### config.mk
export PLATFORM = sky130hd
export DESIGN_NAME = midi_tx_flat
export DESIGN_NICKNAME = d
export VERILOG_FILES = /design/src/rtl/midi_tx_if.sv /design/src/rtl/midi_tx.sv /design/src/flat_wrapper.sv
export SDC_FILE = /design/constraint.sdc
export NUM_CORES = 1
export LEC_CHECK = 0
export BUFFER_PORTS_ARGS = -buffer_cell sky130_fd_sc_hd__buf_2
export CORE_ASPECT_RATIO = 1.5
export CORE_MARGIN = 4
export CORE_UTILIZATION = 45
export CTS_BUF_LIST = sky130_fd_sc_hd__clkbuf_16
export CTS_CLUSTER_DIAMETER = 100
export DETAILED_ROUTE_END_ITERATION = 7
export GPL_ROUTABILITY_DRIVEN = 1
export PLACE_DENSITY_LB_ADDON = 0.2
export SLEW_MARGIN = 10
export SYNTH_ARGS = -nofsm -noshare
export SYNTH_HDL_FRONTEND = slang
export SYNTH_SLANG_ARGS = --single-unit
### constraint.sdc
create_clock -name clk -period 5.4 [get_ports clk]
set_clock_uncertainty 0.2 [all_clocks]
set_input_delay 0 -clock clk [delete_from_list [all_inputs] [get_ports clk]]
set_output_delay 0 -clock clk [all_outputs]
set_load 0.05 [all_outputs]
### src/rtl/midi_tx_if.sv
// ============================================================================
// midi_tx_if : decoded MIDI command bus with serial-side status, plus command codes
// Revision   : 1.0
// ============================================================================
`default_nettype none

package midi_tx_pkg;
  localparam int MIDI_CMD_SIZE = 3;

  localparam logic [MIDI_CMD_SIZE-1:0] MIDI_CMD_NONE        = 3'd0;
  localparam logic [MIDI_CMD_SIZE-1:0] MIDI_CMD_NOTE_OFF    = 3'd1;
  localparam logic [MIDI_CMD_SIZE-1:0] MIDI_CMD_NOTE_ON     = 3'd2;
  localparam logic [MIDI_CMD_SIZE-1:0] MIDI_CMD_CTRL_CHANGE = 3'd3;
  localparam logic [MIDI_CMD_SIZE-1:0] MIDI_CMD_PROG_CHANGE = 3'd4;
  localparam logic [MIDI_CMD_SIZE-1:0] MIDI_CMD_PITCH_BEND  = 3'd5;
endpackage

interface midi_tx_if;
  logic                                  midi_rdy;
  logic [midi_tx_pkg::MIDI_CMD_SIZE-1:0] midi_cmd;
  logic [3:0]                            midi_ch_sysn;
  logic [6:0]                            midi_data0;
  logic [6:0]                            midi_data1;
  logic                                  midi_tx;
  logic                                  midi_busy;
  logic                                  midi_tx_done;
  logic                                  midi_drop;

  modport master (
    output midi_rdy, midi_cmd, midi_ch_sysn, midi_data0, midi_data1,
    input  midi_tx, midi_busy, midi_tx_done, midi_drop
  );

  modport slave (
    input  midi_rdy, midi_cmd, midi_ch_sysn, midi_data0, midi_data1,
    output midi_tx, midi_busy, midi_tx_done, midi_drop
  );
endinterface

`default_nettype wire

### src/rtl/midi_tx.sv
// ============================================================================
// midi_tx : rebuilds decoded MIDI commands into status/data bytes on a UART line
//           Optional running status: define MIDI_TX_RUNNING_STATUS_EN
// Revision: 1.0
// ============================================================================
`default_nettype none

module midi_tx #(
  parameter int BAUD_DIV = 3200
) (
  input  logic     clk,
  input  logic     reset,
  midi_tx_if.slave bus
);
  import midi_tx_pkg::*;

  localparam int            CW        = (BAUD_DIV > 1) ? $clog2(BAUD_DIV) : 1;
  localparam logic [CW-1:0] BAUD_LAST = CW'(BAUD_DIV - 1);

  typedef enum logic [1:0] {S_IDLE, S_START, S_DATA, S_STOP} state_t;

  state_t        state_q, state_d;
  logic [CW-1:0] baud_q, baud_d;
  logic [2:0]    bit_q, bit_d;
  logic [1:0]    byte_q, byte_d;
  logic [1:0]    len_q, len_d;
  logic [7:0]    status_q, status_d;
  logic [6:0]    data0_q, data0_d;
  logic [6:0]    data1_q, data1_d;
  logic          tx_q, tx_d;
  logic          busy_q, busy_d;
  logic          done_q, done_d;
  logic          drop_q, drop_d;

  logic          cmd_valid;
  logic          two_data;
  logic [3:0]    type_nib;
  logic [7:0]    new_status;
  logic          accept;
  logic          skip;
  logic          baud_end;
  logic [7:0]    cur_byte;

  always_comb begin
    cmd_valid = 1'b1;
    two_data  = 1'b1;
    type_nib  = 4'h0;
    case (bus.midi_cmd)
      MIDI_CMD_NOTE_OFF:    type_nib = 4'h8;
      MIDI_CMD_NOTE_ON:     type_nib = 4'h9;
      MIDI_CMD_CTRL_CHANGE: type_nib = 4'hB;
      MIDI_CMD_PROG_CHANGE: begin
        type_nib = 4'hC;
        two_data = 1'b0;
      end
      MIDI_CMD_PITCH_BEND:  type_nib = 4'hE;
      default:              cmd_valid = 1'b0;
    endcase
  end

  assign new_status = {type_nib, bus.midi_ch_sysn};
  assign accept     = bus.midi_rdy && cmd_valid && (state_q == S_IDLE);
  assign baud_end   = (baud_q == BAUD_LAST);

`ifdef MIDI_TX_RUNNING_STATUS_EN
  logic [7:0] last_status_q;

  assign skip = (new_status == last_status_q);

  always_ff @(posedge clk) begin
    if (!reset) begin
      last_status_q <= 8'h00;
    end else if (accept && !skip) begin
      last_status_q <= new_status;
    end
  end
`else
  assign skip = 1'b0;
`endif

  always_ff @(posedge clk) begin
    if (!reset) begin
      state_q  <= S_IDLE;
      baud_q   <= '0;
      bit_q    <= 3'd0;
      byte_q   <= 2'd0;
      len_q    <= 2'd0;
      status_q <= 8'h00;
      data0_q  <= 7'h00;
      data1_q  <= 7'h00;
      tx_q     <= 1'b1;
      busy_q   <= 1'b0;
      done_q   <= 1'b0;
      drop_q   <= 1'b0;
    end else begin
      state_q  <= state_d;
      baud_q   <= baud_d;
      bit_q    <= bit_d;
      byte_q   <= byte_d;
      len_q    <= len_d;
      status_q <= status_d;
      data0_q  <= data0_d;
      data1_q  <= data1_d;
      tx_q     <= tx_d;
      busy_q   <= busy_d;
      done_q   <= done_d;
      drop_q   <= drop_d;
    end
  end

  always_comb begin
    state_d  = state_q;
    baud_d   = baud_end ? '0 : baud_q + CW'(1);
    bit_d    = bit_q;
    byte_d   = byte_q;
    len_d    = len_q;
    status_d = status_q;
    data0_d  = data0_q;
    data1_d  = data1_q;
    cur_byte = 8'hFF;

    case (state_q)
      S_IDLE: begin
        baud_d = '0;
        bit_d  = 3'd0;
        if (accept) begin
          state_d  = S_START;
          byte_d   = skip ? 2'd1 : 2'd0;
          len_d    = two_data ? 2'd3 : 2'd2;
          status_d = new_status;
          data0_d  = bus.midi_data0;
          data1_d  = bus.midi_data1;
        end
      end
      S_START: begin
        if (baud_end) begin
          state_d = S_DATA;
          bit_d   = 3'd0;
        end
      end
      S_DATA: begin
        if (baud_end) begin
          if (bit_q == 3'd7) state_d = S_STOP;
          else               bit_d   = bit_q + 3'd1;
        end
      end
      S_STOP: begin
        // The next start bit follows the stop bit with no idle gap.
        if (baud_end) begin
          if ((byte_q + 2'd1) == len_q) begin
            state_d = S_IDLE;
            byte_d  = 2'd0;
          end else begin
            state_d = S_START;
            byte_d  = byte_q + 2'd1;
          end
        end
      end
      default: state_d = S_IDLE;
    endcase

    case (byte_d)
      2'd0:    cur_byte = status_q;
      2'd1:    cur_byte = {1'b0, data0_q};
      default: cur_byte = {1'b0, data1_q};
    endcase

    // Outputs are registered, so they are derived from the next-state values.
    case (state_d)
      S_START: tx_d = 1'b0;
      S_DATA:  tx_d = cur_byte[bit_d];
      default: tx_d = 1'b1;
    endcase
    busy_d = (state_d != S_IDLE);
    done_d = (state_d == S_STOP) && (baud_d == BAUD_LAST) && ((byte_d + 2'd1) == len_d);
    drop_d = bus.midi_rdy && cmd_valid && (state_q != S_IDLE);
  end

  assign bus.midi_tx      = tx_q;
  assign bus.midi_busy    = busy_q;
  assign bus.midi_tx_done = done_q;
  assign bus.midi_drop    = drop_q;

endmodule

`default_nettype wire

### src/flat_wrapper.sv
// flat-port wrapper written by rule: the top's interface ports become plain ports
module midi_tx_flat import midi_tx_pkg::*;
#(
  parameter int BAUD_DIV = 3200
)
  (clk, reset, bus_midi_rdy, bus_midi_cmd, bus_midi_ch_sysn, bus_midi_data0, bus_midi_data1, bus_midi_tx, bus_midi_busy, bus_midi_tx_done, bus_midi_drop);
  midi_tx_if bus_i ();
  input  logic clk;
  input  logic reset;
  input wire logic [$bits(bus_i.midi_rdy)-1:0] bus_midi_rdy;
  input wire logic [$bits(bus_i.midi_cmd)-1:0] bus_midi_cmd;
  input wire logic [$bits(bus_i.midi_ch_sysn)-1:0] bus_midi_ch_sysn;
  input wire logic [$bits(bus_i.midi_data0)-1:0] bus_midi_data0;
  input wire logic [$bits(bus_i.midi_data1)-1:0] bus_midi_data1;
  output wire logic [$bits(bus_i.midi_tx)-1:0] bus_midi_tx;
  output wire logic [$bits(bus_i.midi_busy)-1:0] bus_midi_busy;
  output wire logic [$bits(bus_i.midi_tx_done)-1:0] bus_midi_tx_done;
  output wire logic [$bits(bus_i.midi_drop)-1:0] bus_midi_drop;
  assign bus_i.midi_rdy = bus_midi_rdy;
  assign bus_i.midi_cmd = bus_midi_cmd;
  assign bus_i.midi_ch_sysn = bus_midi_ch_sysn;
  assign bus_i.midi_data0 = bus_midi_data0;
  assign bus_i.midi_data1 = bus_midi_data1;
  assign bus_midi_tx = bus_i.midi_tx;
  assign bus_midi_busy = bus_i.midi_busy;
  assign bus_midi_tx_done = bus_i.midi_tx_done;
  assign bus_midi_drop = bus_i.midi_drop;
  midi_tx #(.BAUD_DIV(BAUD_DIV)) u_core (.clk(clk), .reset(reset), .bus(bus_i));
endmodule
; Yosys cells after proc, flatten, opt, wreduce, memory -nomap -nowiden
; Cells that the tools add are included.
[totals]
memories = 0
output_inout_bits = 4
regBits = 47
rom_bits = 0
inputBits = 24
latchBits = 0
ram_bits = 0
[op_classes]
mul = 0
n_eq_ne = 17
reduce_logical = 11
div = 0
shifts = 0
n_bitwise = 0
add_sub_neg = 4
order_cmp = 1
n_mux = 26
[ops]
columns = operator, count
row1 = $eq 12x12->1 const B, 2
row2 = $mux 12, 2
row3 = $mux 2, 10
row4 = $pmux 4 s5, 1
row5 = $pmux 8 s2, 1
row6 = $add 12x1->12 const B, 1
row7 = $eq 3x3->1 const B, 3
row8 = $mux 3, 3
row9 = $pmux 3 s3, 1
row10 = $eq 2x2->1 const B, 4
row11 = $pmux 2 s4, 1
row12 = $eq 2x1->1 const B, 3
row13 = $eq 3x2->1 const B, 2
row14 = $logic_and 1x1->1, 5
row15 = $reduce_or 5->1, 1
row16 = $add 2x1->2 const B, 2
row17 = $eq 2x2->1, 2
row18 = $logic_not 2->1, 2
row19 = $lt 3x4->1 const B, 1
row20 = $mux 1, 4
row21 = $pmux 2 s2, 1
row22 = $reduce_bool 2->1, 2
row23 = $add 3x1->3 const B, 1
row24 = $bmux 1 s3, 1
row25 = other kinds (3), 3

; Longest topological paths before layout
; Gate-level depths: netlist of run 1.
[depth]
depth_word = 12
depth_mapped = 14
depth_no_buf = 13

; Worst setup path after synthesis of run 1
; No wires, ideal clock.
[synth_path]
path_kind = register to register
start = register u_core.baud_q[0]
end = register u_core.tx_q (netlist: u_core.bus.midi_tx)
synth_period_minus_slack_ps = 3317
slack_ps = 2083
arrival_ps = 3040
stages_incl_launch_ff = 15
setup_time_ps = 77
required_ps = 5123
path_cell_list = dfxtp_1 -> ha_1 -> nand4_4 -> nor3_1 -> nand2_1 -> o21ai_0 -> a22o_1 -> inv_1 -> ha_1 -> clkbuf_1 -> nor2_1 -> a21oi_1 -> a2111oi_2 -> nor4bb_1 -> a41oi_2
[synth_between]
elab_chain_len = 8
word_cells_on_any_way = 18
[synth_lines]
columns = item, line
row1 = from (decl), midi_tx.sv:23  ; logic [CW-1:0] baud_q, baud_d;
row2 = from (signal assigned), midi_tx.sv:97  ; baud_q <= baud_d;
row3 = $eq 12x12->1 (*), midi_tx.sv:63  ; assign baud_end = (baud_q == BAUD_LAST);
row4 = $mux 2 (*), midi_tx.sv:149  ; if (baud_end) begin
row5 = $pmux 2 s2 (*), midi_tx.sv:122  ; case (state_q)
row6 = named net u_core.byte_d[0], midi_tx.sv:25  ; logic [1:0] byte_q, byte_d;
row7 = $eq 2x1->1 / $logic_not 2->1 (equally long branches), midi_tx.sv:162  ; case (byte_d)
row8 = $pmux 8 s2 (*), midi_tx.sv:162
row9 = $bmux 1 s3 (*), midi_tx.sv:171  ; S_DATA: tx_d = cur_byte[bit_d];
row10 = $mux 1 (not written as such) (*), midi_tx.sv:171
row11 = $pmux 1 s2 (*), midi_tx.sv:169  ; case (state_d)
row12 = to (signal assigned), midi_tx.sv:104  ; tx_q <= tx_d;
row13 = to (decl), midi_tx.sv:30  ; logic tx_q, tx_d;
; The timed path passes the listed nets; every way through them passes the cells marked *. The select of a mux whose other input is x is not followed.
; A chain may end at the register's enable or synchronous reset.

; Final worst setup path of run 1
; Same ends and word-level chain as after synthesis.

==> metrics, run 1 <==
max-cap viol count=0; Pre-Repair DR Iteration Count=4; Required @ worst endpoint=5.42 ns; vias in the first global route=2,026; post-cts hold buffer count=26; NumNets Final=375; Final Hold Fails=0; Clock H-tree levels=2; CP max stage delay=0.54 ns; largest net degree at the start of global routing=35; Synth area leaders=dfxtp_1 40%, nand2_1 8.7%, a21oi_1 6.3%; CP max stage cell=nor3_1; Ys Warns=0; register share of total power=0.431; dpl cells=377; cell with the most instances on the worst path=ha_1; number of DRC markers in iteration 0=110; total CTS buffers=5; die width=67.24 um; cts repair resizes=0; Tmin final=3.722 ns; GRT Util Overall=0.1796; Multi-input gate area=0.001353 sq mm; Post-synth EDFFs=0; total power=0.8607 mW; # rows=32; clk sinks=47; Worst Path Arrival=3.74 ns; Synth top cells by count=55 x nand2_1, 47 x dfxtp_1, 35 x nor2_1; global-route wire length before repair=9177 um; Yosys top cell area share=0.3973; Syn Area/Cell=8.084 sq um; Routed Antenna Nets=0; Setup TNS=0 ns; boundary pin count=28; cells after synthesis=293; pwr dens=286.9 mW/mm^2; Rel. slew slack=0.4055; Seq cells post-synth=47; Netlist cell types=47; Overflow after GRT=0; Clock Path Buffers=2; post-synthesis sequential area ratio=0.3973; fin crit share=0.6893; initial antenna violation count=0; initial core utilization=0.4622; combinational power share=0.113; Worst Path Max Fanout=9; P_leak=1.169 nW; core area=0.005125 sq mm; ys flop type=dfxtp_1; Final Max Slew Viols=0; Final setup viols=0; die area=0.006512 sq mm; Worst Max-Slew Pin Slew=0.8863 ns; count leader, synth=nand2_1; VDD IR max=0.1881 mV; Sw Ratio=0.2235; CP endpoint kind=flip-flop; clock root buffer=clkbuf_16; # DRC=0; buffers added on ports=27; Storage cell area=940.9 sq um; postcts setup bufs=0; syn nets=326; Die Ht=96.86 um; Vias/cell=5.241; leading area contributor after synthesis=dfxtp_1; synthesized cell area=0.002369 sq mm; Area growth syn-to-layout=26.68%; clk slew on worst S/H paths=0.06 ns; clock power share=0.456; fill count=511; layout cell share with drive strength beyond 1=0.1224; crit path cell chain=ha_1 -> nand4_4 -> nor3_1 -> nand2_1 -> o21ai_0 -> a22o_1 -> inv_1 -> ha_1 -> nor2_1 -> a21oi_1 -> a2111oi_2 -> nor4bb_1 -> a41oi_2; Antenna Cells=0; NetSw=0.1923 mW; Worst-Skew Late Latency=0.29 ns; crit path kind=reg -> reg; fraction of registers with async set/reset=0; RSZ-0062 raised after global routing=no; GPL Wtd Cong=0.7931; Internal Pwr Total=0.6684 mW; startpoint types=flip-flop; Fmax=0.2687 GHz; Non-Filler Instances=411; status=completed; CTS tree=built; HP Class=reg -> reg; HPWL after DPL=3828 um; WL/cell=13.08 um; Vias=2,154; Routed WL=5377 um
final timing paths:
kind                                        start                 end  slack (ns)  cells after the start
worst max-delay path             u_core.baud_q[0]  u_core.bus.midi_tx        1.68                     13
worst min-delay path            u_core.data0_q[3]   u_core.data0_q[3]        0.26                      2
worst max register to register   u_core.baud_q[0]  u_core.bus.midi_tx        1.68                     13
worst min register to register  u_core.data0_q[3]   u_core.data0_q[3]        0.26                      2
per-stage QoR:
| stage | hold WS, ns | utilization | worst slack, ns | instance area, sq um |
|---|---|---|---|---|
| after floorplan | -0.06404 | - | 2.083 | 2369 |
| after global placement | 0.03925 | 0.4978 | 1.852 | 2551 |
| after detailed placement | 0.04632 | 0.4978 | 1.734 | 2551 |
| after CTS | 0.2578 | 0.5854 | 1.693 | 3000 |
| after global routing | 0.2781 | 0.5854 | 1.344 | 3000 |
| final | 0.2554 | 0.5854 | 1.678 | 3000 |
flip-flops by register name, indices dropped and copies added (netlist names):
register,flops
u_core.data1_q,7
u_core.bus.midi_tx_done,1
u_core.bus.midi_drop,1
u_core.data0_q,7
u_core.byte_q,2
u_core.bus.midi_tx,1
u_core.len_q,2
u_core.state_q,2
u_core.bit_q,3
u_core.baud_q,12
u_core.bus.midi_busy,1
u_core.status_q,8
placed cells by master (no fill, tap or decap), types with 5 or more instances in the layout:
master / Yosys / final
nand2_1: 55 / 55
o21ai_0: 6 / 6
nor2_1: 35 / 35
xnor2_1: 6 / 6
clkbuf_16: 0 / 5
buf_2: 0 / 27
inv_1: 7 / 8
ha_1: 9 / 9
nand3_1: 12 / 12
dlygate4sd3_1: 0 / 26
xor2_1: 9 / 9
nor2b_1: 5 / 5
dfxtp_1: 47 / 47
a21oi_1: 30 / 30
a22o_1: 6 / 6
layout make-up:
class / instances / share of cell area
multi-input combinational: 226 / 0.4508
timing repair buffer: 54 / 0.1343
tap: 68 / 0.02836
clock inverter: 3 / 0.02127
inverter: 8 / 0.01001
clock buffer: 5 / 0.04170
sequential: 47 / 0.3136
critical path: cells and delay by family (launching register included):
family          cells  cell delay (ns)
flops               1             0.37
simple gates        5             1.34
fa+ha+maj           2             0.58
buf+inv             1             0.07
compound gates      5             1.08
metal layers:
layer	wire (um)	GRT usage	vias up
met5	0	0	-
met2	3020	0.3326	34
met4	84	0.05313	0
met3	162	0.03136	9
met1	2109	0.1990	994
li1	-	-	1117
power groups by stage:
stage                     registers (mW)  clock network (mW)  logic [mW]
after floorplan                    0.383                   0      0.0530
after global placement             0.379                   0      0.0821
after detailed placement           0.379                   0      0.0827
after CTS                          0.371               0.400      0.0972
after global routing               0.373               0.413       0.109
final                              0.371               0.392      0.0973
logic make-up (layout without fill, tap and decap cells):
| kind of cell | count (synthesis) | count (layout) | synth area share |
|---|---|---|---|
| compound gates | 62 | 62 | 0.1791 |
| buf+inv | 20 | 70 | 0.03169 |
| xor+xnor | 15 | 15 | 0.05547 |
| flops | 47 | 47 | 0.3973 |
| mux | 3 | 3 | 0.01268 |
| fa+ha+maj | 9 | 9 | 0.04754 |
| simple gates | 137 | 137 | 0.2763 |
Note: power is estimated with default switching activity, not from simulation.
==> run 2, diff against run 1 <==
ABC_AREA = 1   (was default)
clock period = 3.73 ns   (was 5.4 ns; I/O delays follow)
==> run 2 against run 1 <==
  * Setup slack worse by 0.89 ns
  * Die area up 5.7%
  * Largest power group is now sequential cells
  * Register-to-register slack worse by 0.89 ns
  * Fmax up 26%
  * Critical path type unchanged
==> metrics, run 2 <==
postcts setup bufs=0 (unchanged); syn nets=394 (+21%); commonest non-fill, non-tap cell in the layout=nand2_1; CP endpoint kind=flip-flop; Worst-Skew Late Latency=0.29 ns (about the same); Final Max Slew Viols=0 (unchanged); Antenna Cells=0 (unchanged); GPL Wtd Cong=0.8461 (+6.7%); WL/cell=12.35 um (-5.6%); WL met3=148 um (-8.6%); Worst Setup Slack, final=0.7869 ns (-0.8910 ns); Seq cells post-synth=47 (unchanged); clock root buffer=clkbuf_16; Vias=2,478 (+15%); Ys Warns=0 (unchanged); HPWL after DPL=4396 um (+15%); NumNets Final=461 (+23%); global-route wire length before repair=10,960 um (+19%); Netlist cell types=35 (-26%); Storage cell area=940.9 sq um (unchanged); die width=69.09 um (+2.8%); Area growth syn-to-layout=29.26%; M1 WL=2321 um (+10%); cells after synthesis=361 (+23%); fill count=521 (+2.0%); Synth area leaders=dfxtp_1 37%, nand2_1 10%, inv_1 7.2%; Vias/cell=4.966 (-5.2%); Syn Area/Cell=6.977 sq um (-14%); Routed Antenna Nets=0 (unchanged); leading area contributor after synthesis=dfxtp_1; P_leak=1.468 nW (+26%); Routed WL=6165 um (+15%); Final Hold Fails=0 (unchanged); core area=0.005450 sq mm (+6.3%); initial core utilization=0.4621 (about the same); largest net degree at the start of global routing=37 (+5.7%); top sig layer=met4; number of DRC markers in iteration 0=82 (-25%); Rel. slew slack=0.6541 (+0.2486); Worst Path Arrival=2.98 ns (-0.76 ns); Required @ worst endpoint=3.76 ns (-1.66 ns); clk sinks=47 (unchanged); post-synthesis sequential area ratio=0.3736 (-0.02368); Synth top cells by count=67 x nand2_1, 48 x inv_1, 47 x dfxtp_1, 47 x nor2_1, 25 x nand3_1; Place WS=0.7855 ns (-0.9482 ns); count leader, synth=nand2_1; Multi-input gate area=0.001326 sq mm (-1.9%); GRT Util Overall=0.1926 (+0.01295); Setup TNS=0 ns (unchanged); met2 wire len=3419 um (+13%); total CTS buffers=5 (unchanged); status=completed; Clock H-tree levels=2 (unchanged); buffers added on ports=27 (unchanged); # rows=33 (+3.1%); startpoint types=flip-flop; HP Class=reg -> reg; RSZ-0062 raised after global routing=no; CP max stage cell=dfxtp_1; crit path cell chain=ha_1 -> nand3_2 -> clkinv_1 -> nand3_4 -> inv_2 -> nand2_1 -> inv_1 -> o21ai_2 -> nand2_1 -> inv_1 -> ha_1 -> nor2_1 -> nand2_1 -> o221ai_1 -> nand3_1 -> nand3_1 -> nand3_1 -> nand3_1 -> nand2_1 -> inv_1; Worst Max-Slew Pin Slew=0.5181 ns (-0.3682 ns); fraction of registers with async set/reset=0 (unchanged); synthesized cell area=0.002519 sq mm (+6.3%); Yosys top cell area share=0.3736 (-0.02368); pwr dens=359.7 mW/mm^2 (+25%); Worst Path Max Fanout=9 (unchanged); most frequent cells in the layout=67 x nand2_1, 49 x inv_1, 47 x nor2_1, 47 x dfxtp_1, 41 x dlygate4sd3_1; max-cap viol count=0 (unchanged); Final setup viols=0 (unchanged); boundary pin count=28 (unchanged); Fmax=0.3398 GHz (+26%); CP max stage delay=0.44 ns (-0.10 ns); Pre-Repair DR Iteration Count=4 (unchanged); max reg flops=12 (unchanged); VDD IR max=0.2903 mV (+54%); die area=0.006883 sq mm (+5.7%); total power=1.171 mW (+36%); Tmin final=2.943 ns (-0.7790 ns); # DRC=0 (unchanged); Top Registers=u_core.baud_q: 12 flops, u_core.status_q: 8 flops; Overflow after GRT=0 (unchanged); ys flop type=dfxtp_1; fin crit share=0.7890 (+0.09976); register name with the most flops=u_core.baud_q; crit path kind=reg -> reg; clk slew on worst S/H paths=0.06 ns (about the same); layout cell share with drive strength beyond 1=0.1422 (+0.01974); Die Ht=99.63 um (+2.9%); Clock Path Buffers=2 (unchanged); CTS tree=built; Post-synth EDFFs=0 (unchanged); initial antenna violation count=0 (unchanged); vias in the first global route=2,635 (+30%)
run 2: layout make-up:
cell class	instances	area share
Clock buffer	5	0.03843
Clock inverter	3	0.004996
Inverter	57	0.06572
Multi-Input combinational cell	249	0.4074
Sequential cell	47	0.2890
Tap cell	70	0.02690
Timing Repair Buffer	68	0.1676
run 2: where the power goes:
| part | switching (mW) | internal (mW) |
|---|---|---|
| Clock | 0.187 | 0.245 |
| Combinational | 0.111 | 0.0848 |
| Sequential | 0.0130 | 0.531 |
run 2: cell families after synthesis:
kind of cell / count (synthesis) / synth area share
DFF: 47 / 0.3736
and+or+nand+nor: 174 / 0.3284
xor gates and xnor gates: 6 / 0.02086
AOI/OAI and AO/OA: 60 / 0.1326
adders and majority gates: 9 / 0.04471
buffers and inverters: 65 / 0.09985
run 2: routing by layer:
| layer | up-vias | track usage |
|---|---|---|
| met5 | - | 0 |
| met4 | 0 | 0.1113 |
| met3 | 26 | 0.03033 |
| met2 | 52 | 0.3801 |
| met1 | 1111 | 0.1835 |
| li1 | 1289 | - |
run 2: metrics by stage:
step | hold WS [ns] | area, sq um | util | instances
after floorplan | -0.07856 | 2519 | - | 361
after global placement | 0.02003 | 2704 | 0.4961 | 450
after detailed placement | 0.02797 | 2704 | 0.4961 | 450
after CTS | 0.2585 | 3256 | 0.5973 | 499
after global routing | 0.2846 | 3256 | 0.5973 | 499
final | 0.2584 | 3256 | 0.5973 | 499
run 2: final timing paths:
| check | from | end | slack [ns] | cells after the start |
|---|---|---|---|---|
| setup / recovery | u_core.baud_q[0] | u_core.bus.midi_tx | 0.79 | 20 |
| hold / removal | u_core.data0_q[4] | u_core.data0_q[4] | 0.26 | 2 |
| setup reg to reg | u_core.baud_q[0] | u_core.bus.midi_tx | 0.79 | 20 |
| hold reg to reg | u_core.data0_q[4] | u_core.data0_q[4] | 0.26 | 2 |
run 2: what timing repair did:
action | CTS | global route
endpoints found under the hold margin | 24 | 0
setup endpoints to repair | 0 | 0
hold buffers | 41 | 0
resized for setup | 0 | 0
run 2: critical path, delay by kind of cell (launching register included):
kind,cells,cell delay (ns)
AOI/OAI and AO/OA,2,0.13
adders and majority gates,2,0.50
buffers and inverters,5,0.36
DFF,1,0.44
and+or+nand+nor,11,1.27
